## src/rtl/spi_loader_sched.sv

```systemverilog
// Init sequencer, 2-way round-robin arbiter and FIFO-to-requester burst mover for the SPI flash loader.
// Optional burst watchdog enabled by defining SPI_SCHED_TIMEOUT_EN.
module spi_loader_sched #(
    parameter int unsigned LEN_W = 16,
    parameter int unsigned TO_W  = 12
) (
    input  logic             clk,
    input  logic             resetn,
    input  logic             i_start,
    output logic             o_ready,
    output logic             o_init,
    output logic             o_fill,
    input  logic             i_fifo_empty,
    input  logic             i_fifo_low,
    output logic             o_fifo_rd,
    input  logic [31:0]      i_fifo_dout,
    input  logic             i_load_done,
    input  logic             i_req0,
    input  logic             i_req1,
    input  logic [LEN_W-1:0] i_len0,
    input  logic [LEN_W-1:0] i_len1,
    output logic             o_gnt0,
    output logic             o_gnt1,
    output logic             o_vld0,
    output logic             o_vld1,
    input  logic             i_rdy0,
    input  logic             i_rdy1,
    output logic             o_last,
    output logic [31:0]      o_data,
    output logic             o_err
);

    typedef enum logic [2:0] {
        S_IDLE,
        S_INIT,
        S_READY,
        S_XFER,
        S_DONE
    } state_t;

    state_t           state_q, state_d;
    logic             rr_q, rr_d;       // last granted requester
    logic             sel_q, sel_d;     // requester owning the current burst
    logic [LEN_W-1:0] rem_q, rem_d;
    logic [31:0]      data_q, data_d;
    logic             vld0_q, vld0_d, vld1_q, vld1_d;
    logic             last_q, last_d;
    logic             gnt0_q, gnt0_d, gnt1_q, gnt1_d;
    logic             init_q, init_d;
    logic             ready_q, ready_d;
    logic             fill_q, fill_d;

    logic             vld, rdy_g, hs, pop, to_exp;

`ifdef SPI_SCHED_TIMEOUT_EN
    logic [TO_W-1:0]  to_q, to_d;
    logic             err_q, err_d;

    assign to_exp = (state_q == S_XFER) && (to_q == '1);
    assign o_err  = err_q;
`else
    logic [TO_W-1:0]  unused_to;

    assign unused_to = '0;
    assign to_exp    = 1'b0;
    assign o_err     = 1'b0;
`endif

    assign vld       = vld0_q | vld1_q;
    assign rdy_g     = sel_q ? i_rdy1 : i_rdy0;
    assign hs        = vld && rdy_g;
    // Refill the output register only when it is empty or being drained this cycle.
    assign pop       = (state_q == S_XFER) && (rem_q != '0) && !i_fifo_empty
                       && (!vld || rdy_g) && !to_exp;
    assign o_fifo_rd = pop;

    assign o_ready = ready_q;
    assign o_init  = init_q;
    assign o_fill  = fill_q;
    assign o_gnt0  = gnt0_q;
    assign o_gnt1  = gnt1_q;
    assign o_vld0  = vld0_q;
    assign o_vld1  = vld1_q;
    assign o_last  = last_q;
    assign o_data  = data_q;

    always_comb begin
        state_d = state_q;
        rr_d    = rr_q;
        sel_d   = sel_q;
        rem_d   = rem_q;
        data_d  = data_q;
        vld0_d  = vld0_q;
        vld1_d  = vld1_q;
        last_d  = last_q;
        gnt0_d  = gnt0_q;
        gnt1_d  = gnt1_q;
        init_d  = 1'b0;
        ready_d = ready_q;
`ifdef SPI_SCHED_TIMEOUT_EN
        to_d    = '0;
        err_d   = err_q;
`endif

        case (state_q)
            S_IDLE: begin
                if (i_start) begin
                    state_d = S_INIT;
                    init_d  = 1'b1;
                end
            end
            S_INIT: begin
                if (i_load_done) begin
                    state_d = S_READY;
                    ready_d = 1'b1;
                end
            end
            S_READY: begin
                if (i_start) begin
                    state_d = S_INIT;
                    ready_d = 1'b0;
                    init_d  = 1'b1;
                end else if (i_req0 && (!i_req1 || rr_q)) begin
                    sel_d   = 1'b0;
                    rr_d    = 1'b0;
                    gnt0_d  = 1'b1;
                    rem_d   = i_len0;
                    state_d = (i_len0 == '0) ? S_DONE : S_XFER;
                end else if (i_req1) begin
                    sel_d   = 1'b1;
                    rr_d    = 1'b1;
                    gnt1_d  = 1'b1;
                    rem_d   = i_len1;
                    state_d = (i_len1 == '0) ? S_DONE : S_XFER;
                end
            end
            S_XFER: begin
                if (to_exp) begin
                    state_d = S_READY;
                    gnt0_d  = 1'b0;
                    gnt1_d  = 1'b0;
                    vld0_d  = 1'b0;
                    vld1_d  = 1'b0;
                    last_d  = 1'b0;
                    rem_d   = '0;
`ifdef SPI_SCHED_TIMEOUT_EN
                    err_d   = 1'b1;
`endif
                end else begin
                    if (pop) begin
                        data_d = i_fifo_dout;
                        vld0_d = !sel_q;
                        vld1_d = sel_q;
                        rem_d  = rem_q - LEN_W'(1);
                        last_d = (rem_q == LEN_W'(1));
                    end else if (hs) begin
                        vld0_d = 1'b0;
                        vld1_d = 1'b0;
                        last_d = 1'b0;
                    end
                    if (hs && last_q) begin
                        state_d = S_DONE;
                        gnt0_d  = 1'b0;
                        gnt1_d  = 1'b0;
                        vld0_d  = 1'b0;
                        vld1_d  = 1'b0;
                        last_d  = 1'b0;
                    end
`ifdef SPI_SCHED_TIMEOUT_EN
                    to_d = (pop || hs) ? '0 : to_q + TO_W'(1);
`endif
                end
            end
            S_DONE: begin
                state_d = S_READY;
                gnt0_d  = 1'b0;
                gnt1_d  = 1'b0;
                vld0_d  = 1'b0;
                vld1_d  = 1'b0;
                last_d  = 1'b0;
            end
            default: state_d = S_IDLE;
        endcase

        fill_d = (state_d == S_XFER) && (rem_d != '0) && i_fifo_low;
    end

    always_ff @(posedge clk or negedge resetn) begin
        if (!resetn) begin
            state_q <= S_IDLE;
            rr_q    <= 1'b1;
            sel_q   <= 1'b0;
            rem_q   <= '0;
            data_q  <= '0;
            vld0_q  <= 1'b0;
            vld1_q  <= 1'b0;
            last_q  <= 1'b0;
            gnt0_q  <= 1'b0;
            gnt1_q  <= 1'b0;
            init_q  <= 1'b0;
            ready_q <= 1'b0;
            fill_q  <= 1'b0;
        end else begin
            state_q <= state_d;
            rr_q    <= rr_d;
            sel_q   <= sel_d;
            rem_q   <= rem_d;
            data_q  <= data_d;
            vld0_q  <= vld0_d;
            vld1_q  <= vld1_d;
            last_q  <= last_d;
            gnt0_q  <= gnt0_d;
            gnt1_q  <= gnt1_d;
            init_q  <= init_d;
            ready_q <= ready_d;
            fill_q  <= fill_d;
        end
    end

`ifdef SPI_SCHED_TIMEOUT_EN
    always_ff @(posedge clk or negedge resetn) begin
        if (!resetn) begin
            to_q  <= '0;
            err_q <= 1'b0;
        end else begin
            to_q  <= to_d;
            err_q <= err_d;
        end
    end
`endif

endmodule

```

## config.mk

```make
export PLATFORM = sky130hd
export DESIGN_NAME = spi_loader_sched
export DESIGN_NICKNAME = d
export VERILOG_FILES = /design/src/rtl/spi_loader_sched.sv
export SDC_FILE = /design/constraint.sdc
export NUM_CORES = 1
export LEC_CHECK = 0
export ABC_AREA = 1
export CELL_PAD_IN_SITES_DETAIL_PLACEMENT = 0
export CELL_PAD_IN_SITES_GLOBAL_PLACEMENT = 1
export CORE_ASPECT_RATIO = 1.4
export CORE_MARGIN = 3
export CORE_UTILIZATION = 29
export CTS_CLUSTER_DIAMETER = 150
export CTS_CLUSTER_SIZE = 20
export DETAILED_ROUTE_END_ITERATION = 10
export GPL_ROUTABILITY_DRIVEN = 0
export MAX_ROUTING_LAYER = met4
export PLACE_DENSITY = 0.74
export SETUP_SLACK_MARGIN = 0.4
export SYNTH_ARGS = -nofsm -noshare
export SYNTH_HDL_FRONTEND = slang
export SYNTH_SLANG_ARGS = --single-unit
```

## constraint.sdc

```tcl
create_clock -name clk -period 1.7 [get_ports clk]
set_input_delay 0.51 -clock clk [delete_from_list [all_inputs] [get_ports clk]]
set_output_delay 0.51 -clock clk [all_outputs]
set_load 0.02 [all_outputs]
```

==> impl_metrics.csv <==
group,metric,value,unit
place,dp_slack,-805,ps
setup_path,r2r-start,"rem_q[7]",
final_layout,syn2layout_area_growth,95.5,%
global_routing,antenna_found_initial,0,
cts,cts_tree,"done",
power,power.share.clock,13.5,%
sta,max_freq,0.497,GHz
power,internal_power,7.21,mW
routing,first_pass_iters,4,
setup_path,crit_path_max_incr_delay,370,ps
cts,clkSinkCount,61,
final_layout,multi_input_comb_area,0.00239,mm2
setup_path,path_cells,"inv_2, ha_4, nand2_4, nor2_4, buf_12, a21oi_4, buf_6",
synthesis,post-synth-top-count-cell,"nand2_1",
cts,cts_hold_buffers,0,
sta,fin_crit,2010,ps
synthesis,syn_inst,537,
setup_path,crit_start,"rem_q[1]",
cts,insertion_delay,330,ps
sta,fin_crit_sh,118,%
setup_path,cpLargestDelayFamily,"flip-flops",
routing,routedWlPerCell,14.0,um
power,power_density,1730,mW/mm2
synthesis,ys_seq_area_share,41.4,%
sta,fin_skew,9.06,ps
floorplanning,dieWidth,101,um
final_layout,antenna_cells,0,
setup_path,path_class,"flip-flop to primary output",
min_path,hold_path.class,"input port to asynchronous set/reset pin",
power,pwr-share-seq,20.4,%
global_routing,grt_pass1_wl,20.7,mm
synthesis,synth_edf_count,0,
cts,cts_inserted_buffers,9,
routing,drt_iter0_markers,209,
synthesis,synthArstFlopShare,100,%
synthesis,yosys_most_used_dff,"dfrtp_1",
sta,rsz0062_at_grt,"true",
cts,cts-root-buf,"clkbuf_16",
power,p_sw,5.23,mW
sta,slew_viol_final,0,
power,sw_frac_of_total,42.0,%
power,combinationalPowerShare,66.1,%
place,post-dp-hpwl,9.84,mm
global_routing,grt_pass1_vias,4441,
cts,cts_buffer_depth,2,
final_layout,seqCellArea,0.00153,mm2
floorplanning,fp.dieArea,0.0141,mm2
routing,route.detailed.drc,0,
synthesis,synth.distinct_cells,40,
synthesis,yosys-top-cells-count,"255 x nand2_1, 60 x dfrtp_1, 44 x inv_1",
power,irDropWorstVdd,0.000687,V
final_layout,nNetsFinal,883,
sta,setup_violations,8,
sta,finalWorstSetupSlack,-311,ps
global_routing,grt_max_degree,62,
floorplanning,num_rows,48,
setup_path,worst_ep_required_time,1190,ps
final_layout,fillCellCount,1110,
power,p_leak,3.67,nW
run_status,status,"complete, but fails checks",
synthesis,synth_area,0.00369,mm2
global_routing,track_usage,18.9,%
setup_path,cp_max_fo,4,
run_status,violations,"negative setup slack",
setup_path,cp.arrival,1500,ps
synthesis,yosys_warnings,0,
synthesis,ys_top_cells_by_area,"dfrtp_1 41%, nand2_1 26%, inv_1 4.5%",
synthesis,synth_top_cell_by_area,"dfrtp_1",
cts,clk_pin_slew,60,ps
sta,final-hold-violation-count,0,
floorplanning,design.core.area,0.0124,mm2
floorplanning,die_y,139,um
synthesis,synth_nets,614,
global_routing,grt_overflow,0,
floorplanning,ios,116,
setup_path,cp_num_buf_inv,3,
routing,ant_nets,0,
routing,via_per_inst,4.65,
cts,htree_levels,3,
sta,whs,175,ps
floorplanning,start_util,29.8,%
synthesis,synth.avg_cell_area,6.86,um2
synthesis,synth.top_cell.area_share,40.7,%
place,portBuffers,114,
routing,vias,4465,
synthesis,ys_seq_elements,61,
flow_run,maxCapViolations,0,
setup_path,slowest_stage,"dfrtp_1",
setup_path,critPathLaunchType,"flip-flop",
final_layout,final_layout_size_suffix_gt1_share,43.8,%
setup_path,cp-end-kind,"primary output",
routing,drt-total-wl,13.5,mm
flip-flops by register name, summed over array words and instances (netlist names):
register	cells
o_data	32
rem_q	16
state_q	3
o_fill	1
o_gnt0	1
o_gnt1	1
o_init	1
o_last	1
o_ready	1
o_vld0	1
o_vld1	1
rr_q	1
sel_q	1
worst paths after layout:
path	slack [ps]	end	depth (start not counted)
hold reg to reg	490	o_data[29]	2
setup / recovery	-310	o_fifo_rd	7
min in group clk	490	o_data[29]	2
setup reg to reg	-280	o_fill	15
max in group asynchronous	1200	rr_q	2
hold / removal	180	o_data[12]	2
area by class of cell:
cell class,count,area share [%]
Timing Repair Buffer,275,36.3
Multi-Input combinational cell,410,33.2
Sequential cell,61,21.2
Clock buffer,9,3.13
Inverter,49,2.81
Tap cell,150,2.60
Clock inverter,7,0.712
timing repair:
item,in CTS,in global routing
setup endpoints to repair,100,101
gates resized for setup,343,71
gates cloned,1,2
pin swaps,35,41
buffers inserted,30,24
cells in the final DEF, fill, tap and decap left out, types with 6 or more instances in the layout:
| master | instances |
|---|---|
| buf_6 | 63 |
| clkdlybuf4s50_1 | 54 |
| a21oi_4 | 6 |
| dfrtp_1 | 58 |
| inv_2 | 7 |
| nor2_2 | 13 |
| nand2_1 | 214 |
| nand3_1 | 17 |
| nand2_2 | 35 |
| clkbuf_16 | 10 |
| a21oi_1 | 7 |
| nand2_4 | 10 |
| inv_1 | 34 |
| nor2_4 | 11 |
| a21oi_2 | 9 |
| nor2_1 | 20 |
| nand3_2 | 10 |
| buf_12 | 8 |
| dlygate4sd2_1 | 16 |
| buf_4 | 127 |
kinds of logic after synthesis:
group | share of synthesized area, %
flip-flops | 41.4
other | 0.102
buffers and inverters | 7.81
adder cells (fa/ha/maj) | 1.02
AND/OR/NAND/NOR | 39.9
AO/OA/AOI/OAI | 8.35
XOR/XNOR | 1.43
per-layer routing:
metal | wire (um) | vias up | track usage, %
met5 | 0 | - | -
met4 | 529 | 0 | 9.10
met3 | 705 | 24 | 2.61
met2 | 7030 | 142 | 32.9
met1 | 5220 | 2073 | 20.8
li1 | - | 2226 | -
power by group through the flow:
stage	clock network [mW]	logic, mW	registers, mW
after global routing	1.77	8.94	2.61
after floorplan	0	2.78	3.01
after detailed placement	0	6.34	2.46
after global placement	0	6.28	2.43
after CTS	1.72	7.42	2.53
final	1.68	8.22	2.54
through the flow:
step	utilization (%)	setup TNS [ps]	instances	power [mW]	area [um2]
2_1_floorplan	-	0	537	5.79	3850
3_3_place_gp	47.3	-19960	888	8.71	5850
3_5_place_dp	47.3	-21280	888	8.79	5850
4_1_cts	54.5	-771	935	11.7	6740
5_1_grt	58.3	-2760	961	13.3	7210
6_report	58.3	-1100	961	12.4	7210
Note: power is estimated with default switching activity, not from simulation.
